--- config.mk ---
export PLATFORM = sky130hd
export DESIGN_NAME = button_conditioner
export DESIGN_NICKNAME = d
export VERILOG_FILES = /design/src/rtl/button_conditioner.sv
export SDC_FILE = /design/constraint.sdc
export NUM_CORES = 1
export LEC_CHECK = 0
export ABC_CLOCK_PERIOD_IN_PS = 2700
export CAP_MARGIN = 20
export CORE_ASPECT_RATIO = 0.7
export CORE_MARGIN = 2
export CORE_UTILIZATION = 50
export DETAILED_ROUTE_END_ITERATION = 12
export MAX_ROUTING_LAYER = met4
export PLACE_DENSITY = 0.7
export SLEW_MARGIN = 20
export SYNTH_ARGS = -nofsm -noshare
export SYNTH_HDL_FRONTEND = slang
export SYNTH_SLANG_ARGS = --single-unit
--- constraint.sdc ---
create_clock -name pixel_clk -period 2.7 [get_ports pixel_clk]
set_input_delay 0.54 -clock pixel_clk [delete_from_list [all_inputs] [get_ports pixel_clk]]
set_output_delay 0.54 -clock pixel_clk [all_outputs]
set_load 0.005 [all_outputs]
--- src/rtl/button_conditioner.sv ---
// Push-button conditioner: per-channel synchroniser, debouncer, press/release
// strobes and a typematic auto-repeat strobe, all in the pixel clock domain.
module button_conditioner #(
   parameter int NUM_BTN         = 5,
   parameter int SYNC_STAGES     = 2,
   parameter int DEBOUNCE_CYCLES = 360000,
   parameter int REPEAT_DELAY    = 18000000,
   parameter int REPEAT_PERIOD   = 3600000
) (
   input  logic               pixel_clk,
   input  logic               sim_rst,
   input  logic [NUM_BTN-1:0] btn_raw,
   output logic [NUM_BTN-1:0] btn_level,
   output logic [NUM_BTN-1:0] btn_press,
   output logic [NUM_BTN-1:0] btn_release,
   output logic [NUM_BTN-1:0] btn_repeat
);

   localparam int DB_W    = $clog2(DEBOUNCE_CYCLES + 1);
   localparam int REP_MAX = (REPEAT_DELAY > REPEAT_PERIOD) ? REPEAT_DELAY : REPEAT_PERIOD;
   localparam int REP_W   = $clog2(REP_MAX + 1);

   localparam logic [DB_W-1:0]  DB_LAST = DB_W'(DEBOUNCE_CYCLES - 1);
   localparam logic [REP_W-1:0] RD_LAST = REP_W'(REPEAT_DELAY - 1);
   localparam logic [REP_W-1:0] RP_LAST = REP_W'(REPEAT_PERIOD - 1);

   generate
      if (NUM_BTN < 1) begin : g_bad_num_btn
         $error("button_conditioner: NUM_BTN must be >= 1");
      end
      if (SYNC_STAGES < 2) begin : g_bad_sync
         $error("button_conditioner: SYNC_STAGES must be >= 2");
      end
      if (DEBOUNCE_CYCLES < 1) begin : g_bad_debounce
         $error("button_conditioner: DEBOUNCE_CYCLES must be >= 1");
      end
      if (REPEAT_DELAY < 1) begin : g_bad_delay
         $error("button_conditioner: REPEAT_DELAY must be >= 1");
      end
      if (REPEAT_PERIOD < 1) begin : g_bad_period
         $error("button_conditioner: REPEAT_PERIOD must be >= 1");
      end
   endgenerate

   typedef enum logic [1:0] {
      ST_IDLE,
      ST_DELAY,
      ST_REPEAT
   } rep_state_e;

   // Synchroniser chain: stage 0 samples the raw pins, last stage feeds the debouncer.
   logic [SYNC_STAGES-1:0][NUM_BTN-1:0] sync_q, sync_d;

   always_comb begin
      sync_d = {sync_q[SYNC_STAGES-2:0], btn_raw};
   end

   always_ff @(posedge pixel_clk) begin
      if (sim_rst) begin
         sync_q <= '0;
      end else begin
         sync_q <= sync_d;
      end
   end

   for (genvar i = 0; i < NUM_BTN; i++) begin : g_ch
      logic              sync_bit;
      logic [DB_W-1:0]   db_cnt_q, db_cnt_d;
      logic              level_q, level_d;
      logic              press_q, press_d;
      logic              release_q, release_d;
      logic              repeat_q, repeat_d;
      logic [REP_W-1:0]  rep_cnt_q, rep_cnt_d;
      rep_state_e        state_q, state_d;

      assign sync_bit = sync_q[SYNC_STAGES-1][i];

      // Debounce: count consecutive disagreeing cycles, flip level on the last one.
      always_comb begin
         db_cnt_d = '0;
         level_d  = level_q;
         if (sync_bit != level_q) begin
            if (db_cnt_q == DB_LAST) begin
               level_d = ~level_q;
            end else begin
               db_cnt_d = db_cnt_q + 1'b1;
            end
         end
         press_d   = level_d & ~level_q;
         release_d = ~level_d & level_q;
      end

      // Repeat FSM; a release overrides whatever state the channel is in.
      always_comb begin
         state_d   = state_q;
         rep_cnt_d = rep_cnt_q;
         repeat_d  = 1'b0;
         if (release_d) begin
            state_d   = ST_IDLE;
            rep_cnt_d = '0;
         end else begin
            case (state_q)
               ST_IDLE: begin
                  if (press_d) begin
                     repeat_d  = 1'b1;
                     rep_cnt_d = '0;
                     state_d   = ST_DELAY;
                  end
               end
               ST_DELAY: begin
                  if (rep_cnt_q == RD_LAST) begin
                     repeat_d  = 1'b1;
                     rep_cnt_d = '0;
                     state_d   = ST_REPEAT;
                  end else begin
                     rep_cnt_d = rep_cnt_q + 1'b1;
                  end
               end
               ST_REPEAT: begin
                  if (rep_cnt_q == RP_LAST) begin
                     repeat_d  = 1'b1;
                     rep_cnt_d = '0;
                  end else begin
                     rep_cnt_d = rep_cnt_q + 1'b1;
                  end
               end
               default: begin
                  state_d   = ST_IDLE;
                  rep_cnt_d = '0;
               end
            endcase
         end
      end

      always_ff @(posedge pixel_clk) begin
         if (sim_rst) begin
            db_cnt_q  <= '0;
            level_q   <= 1'b0;
            press_q   <= 1'b0;
            release_q <= 1'b0;
            repeat_q  <= 1'b0;
            rep_cnt_q <= '0;
            state_q   <= ST_IDLE;
         end else begin
            db_cnt_q  <= db_cnt_d;
            level_q   <= level_d;
            press_q   <= press_d;
            release_q <= release_d;
            repeat_q  <= repeat_d;
            rep_cnt_q <= rep_cnt_d;
            state_q   <= state_d;
         end
      end

      assign btn_level[i]   = level_q;
      assign btn_press[i]   = press_q;
      assign btn_release[i] = release_q;
      assign btn_repeat[i]  = repeat_q;
   end

endmodule

==> results.txt, run 1 <==
vias in the first global route = 8,983
FFs w/ async S/R, synth = 0%
yosys warns = 0
mean post-synth cell area = 8.45 sq um
Clock Path Buffers = 3
Core Region = 24,600 sq um
total power = 7.98 mW
IO Port Bufs = 26
clk_lat worst skew = 0.54 ns
pin count of the biggest net entering global routing = 32
Layout Nets = 1,543
CTS tree = yes
drt first pass iters = 5
GP Congestion = 0.850
ant diodes = 0
Power Density = 567 nW/um^2
share of cells above drive strength 1 = 5.91%
DRC viols = 0
Via density = 5.55
Mapped Cells = 1,477
Clk pin slew, worst setup/hold paths = 0.06 ns
initial antenna violation count = 0
ordered list of cells on the worst path = ha_1 > and3_1 > nand4_2 > o31a_1 > a2111o_1 > or4_4 > o31ai_1
DRT iter0 DRCs = 651
Cell Area, Synth = 12,500 sq um
row count = 48
Seq/Total Area, Yosys = 41.7%
crit path from = g_ch[0].db_cnt_q[0]$_SDFF_PP0_
routed len/inst = 13.9 microns
post-synthesis adder-cell area fraction = 3.41%
R2R depth = 7
sw power = 1.60 mW
Worst Path Arrival = 2.96 ns
Max FO, Critical Path = 5
Logic pwr share = 1.5%
Worst R2R Setup Slack = 0.19 ns
xor and xnor area share after synthesis = 10.6%
outcome = finished, final reports clean
io pins = 27
largest family of logic cells by synthesized area = simple AND/OR/NAND/NOR gates
Worst Tran Pin Value = 0.876 ns
Max-slew headroom = 41.4%
Req. time, crit path = 3.15 ns
Worst Hold Launch = sync_d[7]$_SDFF_PP0_
Main synth FF type = dfxtp_1
GRT overflow = 0
DP Wirelength = 17.6 mm
Syn Nets = 1,518
post-route minimum period = 2.51 ns
Peak supply drop = 0.488 mV
fin util = 57.3%
setup TNS = 0 ns
Switching Share = 20.1%
H-Tree Depth = 1
Reg power frac = 48.2%
worst path bufs/invs = 0
Hold EP = g_ch[2].sync_bit$_SDFF_PP0_
Yosys reg bits = 260
CTS Hold Bufs = 0
Setup WS post-layout = 0.194 ns
Die W = 193 microns
Hold Crit Depth = 1
via count = 10,243
Final ANT Viol Nets = 0
initial core utilization = 50.8%
endpoints failing setup = 0
Distinct cells, synth = 62
Setup crit end kind = register
highest clock rate = 399 MHz
Final Hold Vio Count = 0
internal power = 6.38 mW
first-pass GRT wire length = 43.5 mm
crit-path leading delay family = simple AND/OR/NAND/NOR gates
Leakage = 4.68 nW
die area = 26,300 sq um
clk sinks = 260
FF-to-FF Start = g_ch[0].db_cnt_q[0]$_SDFF_PP0_
Compound-Gate Fraction of Synth Area = 8.79%
multiplexer share of the synthesized area = 0.882%
Hold Crit Class = register to register
total track usage = 20.3%
number of enable flip-flop cells after synthesis = 0
fin cells = 1,847
power share of the clock group = 50.3%
Cells after DPL = 1,799
total routed wirelength = 25.8 mm
area grow syn2layout = 12.8%
Post-CTS Setup Bufs = 0
skew final = 0.0114 ns
Die Height = 136 microns
Place WS = 0.0990 ns
fin. max-slew vios = 0
Startpoint Class = register
slowest stage cell, crit path = or4_4
critical path's largest stage delay = 0.56 ns
Synth Area in Simple Gates = 30.5%
CTS Buf Count = 26
RSZ-0062 raised after global routing = false
root buffer cell = clkbuf_16
Final Cycle Share = 92.8%
max-capacitance violation count = 0
worst r2r dst = g_ch[0].rep_cnt_q[23]$_SDFFE_PP0P_
CP Class = register to register
==> Yosys cell counts (all sizes together), types with 8 or more instances <==
master	count	share of area, %
nor2	208	6.3
buf	26	1.4
and2	25	1.3
nand2b	11	0.55
a21oi	42	1.7
dfxtp	260	42
nand2	104	3.1
nor4b	10	0.70
nor2b	15	0.75
xnor2	68	4.8
and4	19	1.3
xor2	83	5.8
clkbuf	37	1.1
nor3	48	1.9
nand3	126	5.1
mux2i	11	0.88
o21ai	29	1.2
or3	19	0.95
o311ai	10	0.70
and3	46	2.3
o31ai	19	1.2
a31oi	8	0.40
inv	52	1.6
nor4	28	1.4
ha	34	3.4
nand4	59	3.0
==> power groups by stage <==
stage | Combinational, mW | Sequential, mW | Clock [mW]
2_1_floorplan | 0.0685 | 3.93 | 0
3_3_place_gp | 0.118 | 3.94 | 0
3_5_place_dp | 0.118 | 3.93 | 0
4_1_cts | 0.119 | 3.85 | 4.12
5_1_grt | 0.130 | 3.85 | 4.27
6_report | 0.118 | 3.85 | 4.02
==> what timing repair did <==
action | 4_1_cts | 5_1_grt
resized for setup | 0 | 1
endpoints found under the setup margin | 0 | 2
hold endpoints to repair | 0 | 0
==> layout make-up <==
cell class	instances	area (sq um)
clock buffer	39	791
clock inverter	9	170
fill	2167	10500
inverter	52	195
multi-input combinational	1102	6780
sequential	260	5200
tap	325	407
timing repair buffer	60	528
==> through the flow <==
| step | hold slack (ns) | instance area, sq um |
|---|---|---|
| after floorplan | 0.414 | 12500 |
| after global placement | 0.426 | 13100 |
| after detailed placement | 0.432 | 13100 |
| after CTS | 0.442 | 14100 |
| after global routing | 0.450 | 14100 |
| final | 0.435 | 14100 |
==> logic make-up after synthesis <==
group / Yosys count
multiplexers: 11
XOR/XNOR: 151
adder cells (fa/ha/maj): 34
AND/OR/NAND/NOR: 745
AO/OA/AOI/OAI: 161
buffers and inverters: 115
flip-flops: 260
==> layout by cell type, fill, tap and decap left out, types with 33 or more instances in the layout <==
master   netlist  routed
nand3_1      126     126
buf_4         20      33
xor2_1        83      83
nor2_1       208     208
nor3_1        48      48
and3_1        46      46
inv_1         52      52
nand4_1       58      58
nand2_1      104     104
xnor2_1       68      68
dfxtp_1      260     260
a21oi_1       42      42
ha_1          34      34
==> worst reg2reg max path, delay by kind of cell, from the launching register on <==
kind	cells	cell delay, ns
AO/OA/AOI/OAI	3	0.90
adder cells (fa/ha/maj)	1	0.19
AND/OR/NAND/NOR	3	0.97
flip-flops	1	0.37
==> flip-flops by register name, indices dropped and copies added (netlist names) <==
name	count
g_ch.sync_bit	5
g_ch.repeat_q	5
sync_d	5
g_ch.db_cnt_q	95
g_ch.rep_cnt_q	125
g_ch.press_q	5
g_ch.release_q	5
g_ch.level_q	5
g_ch.state_q	10
==> how the worst max path moves through the flow <==
stage / endpoint / slack (ns) / cells after the start
after CTS: g_ch[0].rep_cnt_q[21]$_SDFFE_PP0P_ / 0.19 / 7
after floorplan: g_ch[0].rep_cnt_q[19]$_SDFFE_PP0P_ / 0.30 / 7
after global placement: g_ch[0].rep_cnt_q[19]$_SDFFE_PP0P_ / 0.13 / 7
after detailed placement: g_ch[0].rep_cnt_q[23]$_SDFFE_PP0P_ / 0.1 / 7
after global routing: g_ch[2].rep_cnt_q[10]$_SDFFE_PP0P_ / 0.04 / 7
final: g_ch[0].rep_cnt_q[23]$_SDFFE_PP0P_ / 0.19 / 7
==> per-layer routing <==
metal	GRT usage [%]	vias up	share of wire (%)
met4	3.60	0	1.3
met3	3.92	29	4.7
met2	29.0	172	41
met1	29.7	4781	53
li1	-	5261	-
met5	-	-	0
(Power assumes the default switching activity.)
==> run 2, diff against run 1 <==
Settings changed: ABC_CLOCK_PERIOD_IN_PS 2700 to 3000.
Clock period 2.7 ns to 3 ns, I/O delays scaled along.
==> results.txt, run 2 (synthesis results as in run 1) <==
outcome = finished, final reports clean
Power Density = 517 nW/um^2
share of cells above drive strength 1 = 5.42%
sw power = 1.47 mW
clk sinks = 260
highest clock rate = 367 MHz
internal power = 5.77 mW
DRC viols = 0
Clk pin slew, worst setup/hold paths = 0.07 ns
via count = 10,176
critical path's largest stage delay = 0.56 ns
Place WS = 0.254 ns
row count = 48
Worst Hold Launch = sync_d[9]$_SDFF_PP0_
Via density = 5.54
drt first pass iters = 5
Hold EP = g_ch[4].sync_bit$_SDFF_PP0_
R2R depth = 6
area grow syn2layout = 12.3%
routed len/inst = 14.1 microns
clk_lat worst skew = 0.54 ns
Final Cycle Share = 90.8%
Die W = 193 microns
Logic pwr share = 1.4%
Core Region = 24,600 sq um
Die Height = 136 microns
Final ANT Viol Nets = 0
total track usage = 20.3%
Worst R2R Setup Slack = 0.28 ns
CP Class = register to register
Peak supply drop = 0.521 mV
power share of the clock group = 50.7%
setup TNS = 0 ns
root buffer cell = clkbuf_16
Hold Crit Depth = 1
Req. time, crit path = 3.42 ns
slowest stage cell, crit path = nor4_1
post-cts sizing count = 0
post-route minimum period = 2.72 ns
initial core utilization = 50.8%
pin count of the biggest net entering global routing = 32
Clock Path Buffers = 3
Layout Nets = 1,534
CTS tree = yes
H-Tree Depth = 1
Regs by FF count = g_ch.rep_cnt_q: 125 flops, g_ch.db_cnt_q: 95 flops, g_ch.state_q: 10 flops
Reg power frac = 47.8%
Max FO, Critical Path = 17
endpoints failing setup = 0
leading cell type in the layout, fill and taps excluded = dfxtp_1
max reg flops = 125
Hold Crit Class = register to register
Max-slew headroom = 38.0%
worst r2r dst = g_ch[1].rep_cnt_q[10]$_SDFFE_PP0P_
Startpoint Class = register
io pins = 27
skew final = 0.0104 ns
first-pass GRT wire length = 43.5 mm
Setup crit end kind = register
ant diodes = 0
Leakage = 4.64 nW
Worst Tran Pin Value = 0.926 ns
Final Hold Vio Count = 0
IO Port Bufs = 26
Setup WS post-layout = 0.277 ns
max-capacitance violation count = 0
RSZ-0062 raised after global routing = false
Largest Register = g_ch.rep_cnt_q
Filler cells = 2,208
DRT iter0 DRCs = 603
die area = 26,300 sq um
commonest non-fill, non-tap cells in the layout = 260 x dfxtp_1, 208 x nor2_1, 126 x nand3_1
GRT overflow = 0
initial antenna violation count = 0
Switching Share = 20.3%
CTS Buf Count = 26
fin. max-slew vios = 0
vias in the first global route = 9,021
Worst Path Arrival = 3.15 ns
FF-to-FF Start = g_ch[1].rep_cnt_q[19]$_SDFFE_PP0P_
DP Wirelength = 17.6 mm
total routed wirelength = 25.9 mm
CTS Hold Bufs = 0
ordered list of cells on the worst path = or4b_1 > nor4_1 > a31o_2 > a2111o_1 > or3_1 > nand3_1
Post-CTS Setup Bufs = 0
GP Congestion = 0.822
## run 2: per-stage QoR
stage | power [mW] | utilization, % | area (sq um) | hold WS (ns) | cells
after CTS | 7.33 | 57.0 | 14000 | 0.448 | 1837
after global placement | 3.64 | 53.1 | 13000 | 0.424 | 1790
after detailed placement | 3.64 | 53.1 | 13000 | 0.433 | 1790
after floorplan | 3.60 | - | 12500 | 0.414 | 1477
after global routing | 7.46 | 57.0 | 14000 | 0.474 | 1837
final | 7.24 | 57.0 | 14000 | 0.443 | 1837
## run 2: routing by layer
layer  GRT usage [%]  wire [microns]  vias up
met5               -               0        -
met4            4.66             507        0
met3            3.64            1110       53
met2            29.9           10800      164
met1            29.0           13600     4724
li1                -               -     5235
## run 2: worst max-delay path by stage
stage	end	startpoint	slack (ns)	cells past startpoint
CTS	g_ch[1].rep_cnt_q[10]$_SDFFE_PP0P_	g_ch[1].rep_cnt_q[19]$_SDFFE_PP0P_	0.32	6
detailed placement	g_ch[1].rep_cnt_q[10]$_SDFFE_PP0P_	sim_rst	0.25	6
global placement	g_ch[1].rep_cnt_q[12]$_SDFFE_PP0P_	sim_rst	0.32	6
global route	g_ch[1].rep_cnt_q[10]$_SDFFE_PP0P_	g_ch[1].rep_cnt_q[19]$_SDFFE_PP0P_	0.11	6
floorplan	g_ch[0].rep_cnt_q[19]$_SDFFE_PP0P_	g_ch[0].db_cnt_q[0]$_SDFF_PP0_	0.60	7
finish	g_ch[1].rep_cnt_q[10]$_SDFFE_PP0P_	g_ch[1].rep_cnt_q[19]$_SDFFE_PP0P_	0.28	6
## run 2: critical path: cells and delay by family, from the launching register on
family,cells,cell delay (ns)
flip-flops,1,0.35
AO/OA/AOI/OAI,2,0.87
AND/OR/NAND/NOR,4,1.38
## run 2: layout make-up
cell class | count | area (sq um) | share of cell area [%]
Clock inverter | 13 | 219 | 1.56
Sequential cell | 260 | 5200 | 37.1
Multi-Input combinational cell | 1102 | 6770 | 48.3
Inverter | 52 | 195 | 1.39
Timing Repair Buffer | 51 | 460 | 3.29
Clock buffer | 34 | 752 | 5.37
Tap cell | 325 | 407 | 2.90
## run 2: power by group through the flow
stage / Clock (mW) / Sequential (mW) / Combinational, mW
after CTS: 3.76 / 3.46 / 0.103
after detailed placement: 0 / 3.54 / 0.102
after floorplan: 0 / 3.54 / 0.0616
final: 3.67 / 3.46 / 0.102
after global placement: 0 / 3.54 / 0.102
after global routing: 3.89 / 3.46 / 0.113
==> RTL edit: new RTL, flow settings as in run 1 <==
Change the parameter `NUM_BTN` from 5 to 6.
--- a/src/rtl/button_conditioner.sv
+++ b/src/rtl/button_conditioner.sv
@@ -1,7 +1,7 @@
 // Push-button conditioner: per-channel synchroniser, debouncer, press/release
 // strobes and a typematic auto-repeat strobe, all in the pixel clock domain.
 module button_conditioner #(
-   parameter int NUM_BTN         = 5,
+   parameter int NUM_BTN         = 6,
    parameter int SYNC_STAGES     = 2,
    parameter int DEBOUNCE_CYCLES = 360000,
    parameter int REPEAT_DELAY    = 18000000,
Interface: changed (5 resized); port bits go from 27 to 32. The function was not compared with the original's and may differ.
==> RTL edit against run 1 <==
Critical path depth unchanged. Critical path type unchanged. First-iteration DRC count up 16%. Via count is 22% higher. Sequential cell count is 52 higher. Routed wire length increased by 22%. Clock skew hardly changed. Power is 13% higher. Final area increased by 21%. Fmax shrank 0.71%. Synthesized area up 22%. Sequential power increased by 20%. Worst setup slack worse by 0.018 ns.
==> RTL edit: results (changes against run 1) <==
Post-DP HPWL 22,100 um (+25%); Commonest cells post-synth dfxtp_1, nor2_1, nand2_1, nand3_1, xor2_1; asr flop ratio synth 0% (unchanged); Max-slew headroom 50.0% (+8.6 points); clk slew on worst S/H paths 0.06 ns (about the same); Filler cells 2,715 (+25%); Ys Warns 0 (unchanged); Hold Crit Class reg2reg; CTS max path bufs 3 (unchanged); vias in the first global route 11,500 (+28%); Pleak 5.52 nW (+18%); largest registers g_ch.rep_cnt_q: 150 flops, g_ch.db_cnt_q: 114 flops, g_ch.state_q: 12 flops; initial drt markers 758 (+16%); Met1 Routed Length 16,300 um (+21%); Placer Congestion 0.862 (+1.4%); largest net degree at the start of global routing 36 (+13%); CTS HTree Levels 1 (unchanged); synth top area cells dfxtp_1, nor2_1, xor2_1, xnor2_1, nand3_1; Unique masters post-synth 79 (+27%); Seq/Total Area, Yosys 41.0% (-0.69 points); crit-path max FO 11 (+6); DR WL met2 13,200 um (+24%); slowest cell on the critical path o31ai_2; initial antenna violation count 0 (unchanged); Critical Path AT 2.98 ns (+0.02 ns); Peak VDD IR 0.400 mV (-18%); NumNets Final 1,867 (+21%); Synth Net Count 1,839 (+21%); clk_lat worst skew 0.57 ns (+0.03 ns); WL met3 1420 um (+18%); outcome finished clean; Vias/cell 5.54 (-0.14%); Top Family by Delay on Critical Path compound AO/OA/AOI/OAI gates; CTS root buf clkbuf_16; max incr delay on CP 0.51 ns (-0.05 ns); number of CTS-inserted buffers 31 (+19%); port bufs 31 (+19%); Total Wirelength 31,500 um (+22%); antenna cells 0 (unchanged); first-pass GRT wire length 54,100 um (+24%); Final Skew 0.0111 ns (-0.000253 ns); reg2reg setup slack 0.18 ns (-0.02 ns); share of cells above drive strength 1 6.58% (+0.66 points); GRT Overall Usage 20.4% (+0.12 points); drt pass-1 iters 5 (unchanged)
-- RTL edit: cell count changes in the layout (fill, tap and decap cells not counted), sizes merged, moves of 7 or more --
cell / change
nor2: +69
nand2: +51
xor2: +9
a22oi: +8
xnor2: +15
nor3: +20
and2: -7
a21o: +7
nor4b: +9
o21ai: +17
a22o: +14
nand3: -8
dfxtp: +52
-- RTL edit: power breakdown --
part           switching (W)  internal [W]
sequential        0.00000648       0.00461
clock                0.00182       0.00249
combinational      0.0000914     0.0000404
-- RTL edit: worst paths after layout --
check	start	to	cells after the start
setup / recovery	g_ch[3].rep_cnt_q[0]$_SDFFE_PP0P_	g_ch[3].rep_cnt_q[9]$_SDFFE_PP0P_	7
hold / removal	sync_d[11]$_SDFF_PP0_	g_ch[5].sync_bit$_SDFF_PP0_	1
setup reg to reg	g_ch[3].rep_cnt_q[0]$_SDFFE_PP0P_	g_ch[3].rep_cnt_q[9]$_SDFFE_PP0P_	7
hold reg to reg	sync_d[11]$_SDFF_PP0_	g_ch[5].sync_bit$_SDFF_PP0_	1
-- RTL edit: cell families after synthesis --
group,synth area share [%]
flops,41.0
compound gates,10.7
xor+xnor,10.1
fa+ha+maj,3.29
simple gates,30.7
buf+inv,3.61
mux,0.657
-- RTL edit: layer usage --
metal	GRT usage, %	vias to the layer above
met4	4.62	0
met1	29.2	5798
li1	-	6397
met2	30.1	225
met5	-	-
met3	3.27	51
-- RTL edit: area by class of cell --
class / instances / area (um2) / area share [%]
inverter: 50 / 188 / 1.11
clock inverter: 15 / 158 / 0.929
multi-input combinational: 1362 / 8460 / 49.9
timing repair buffer: 62 / 551 / 3.25
sequential: 312 / 6250 / 36.8
clock buffer: 39 / 846 / 4.99
tap: 412 / 515 / 3.04
-- RTL edit: repair_timing --
item                                    4_1_cts  5_1_grt
endpoints found under the setup margin        0       32
buffers inserted                              0        2
resized for setup                             0        4
-- RTL edit: stage by stage --
step	setup slack [ns]	hold WS (ns)	area (um2)	total power, W	std cells
after floorplan	0.380	0.414	15200	0.00480	1791
after global placement	0.255	0.421	15900	0.00485	2196
after detailed placement	0.126	0.420	15900	0.00485	2196
after CTS	0.0946	0.431	16900	0.00917	2250
after global routing	0.00160	0.459	17000	0.00937	2252
final	0.176	0.430	17000	0.00905	2252
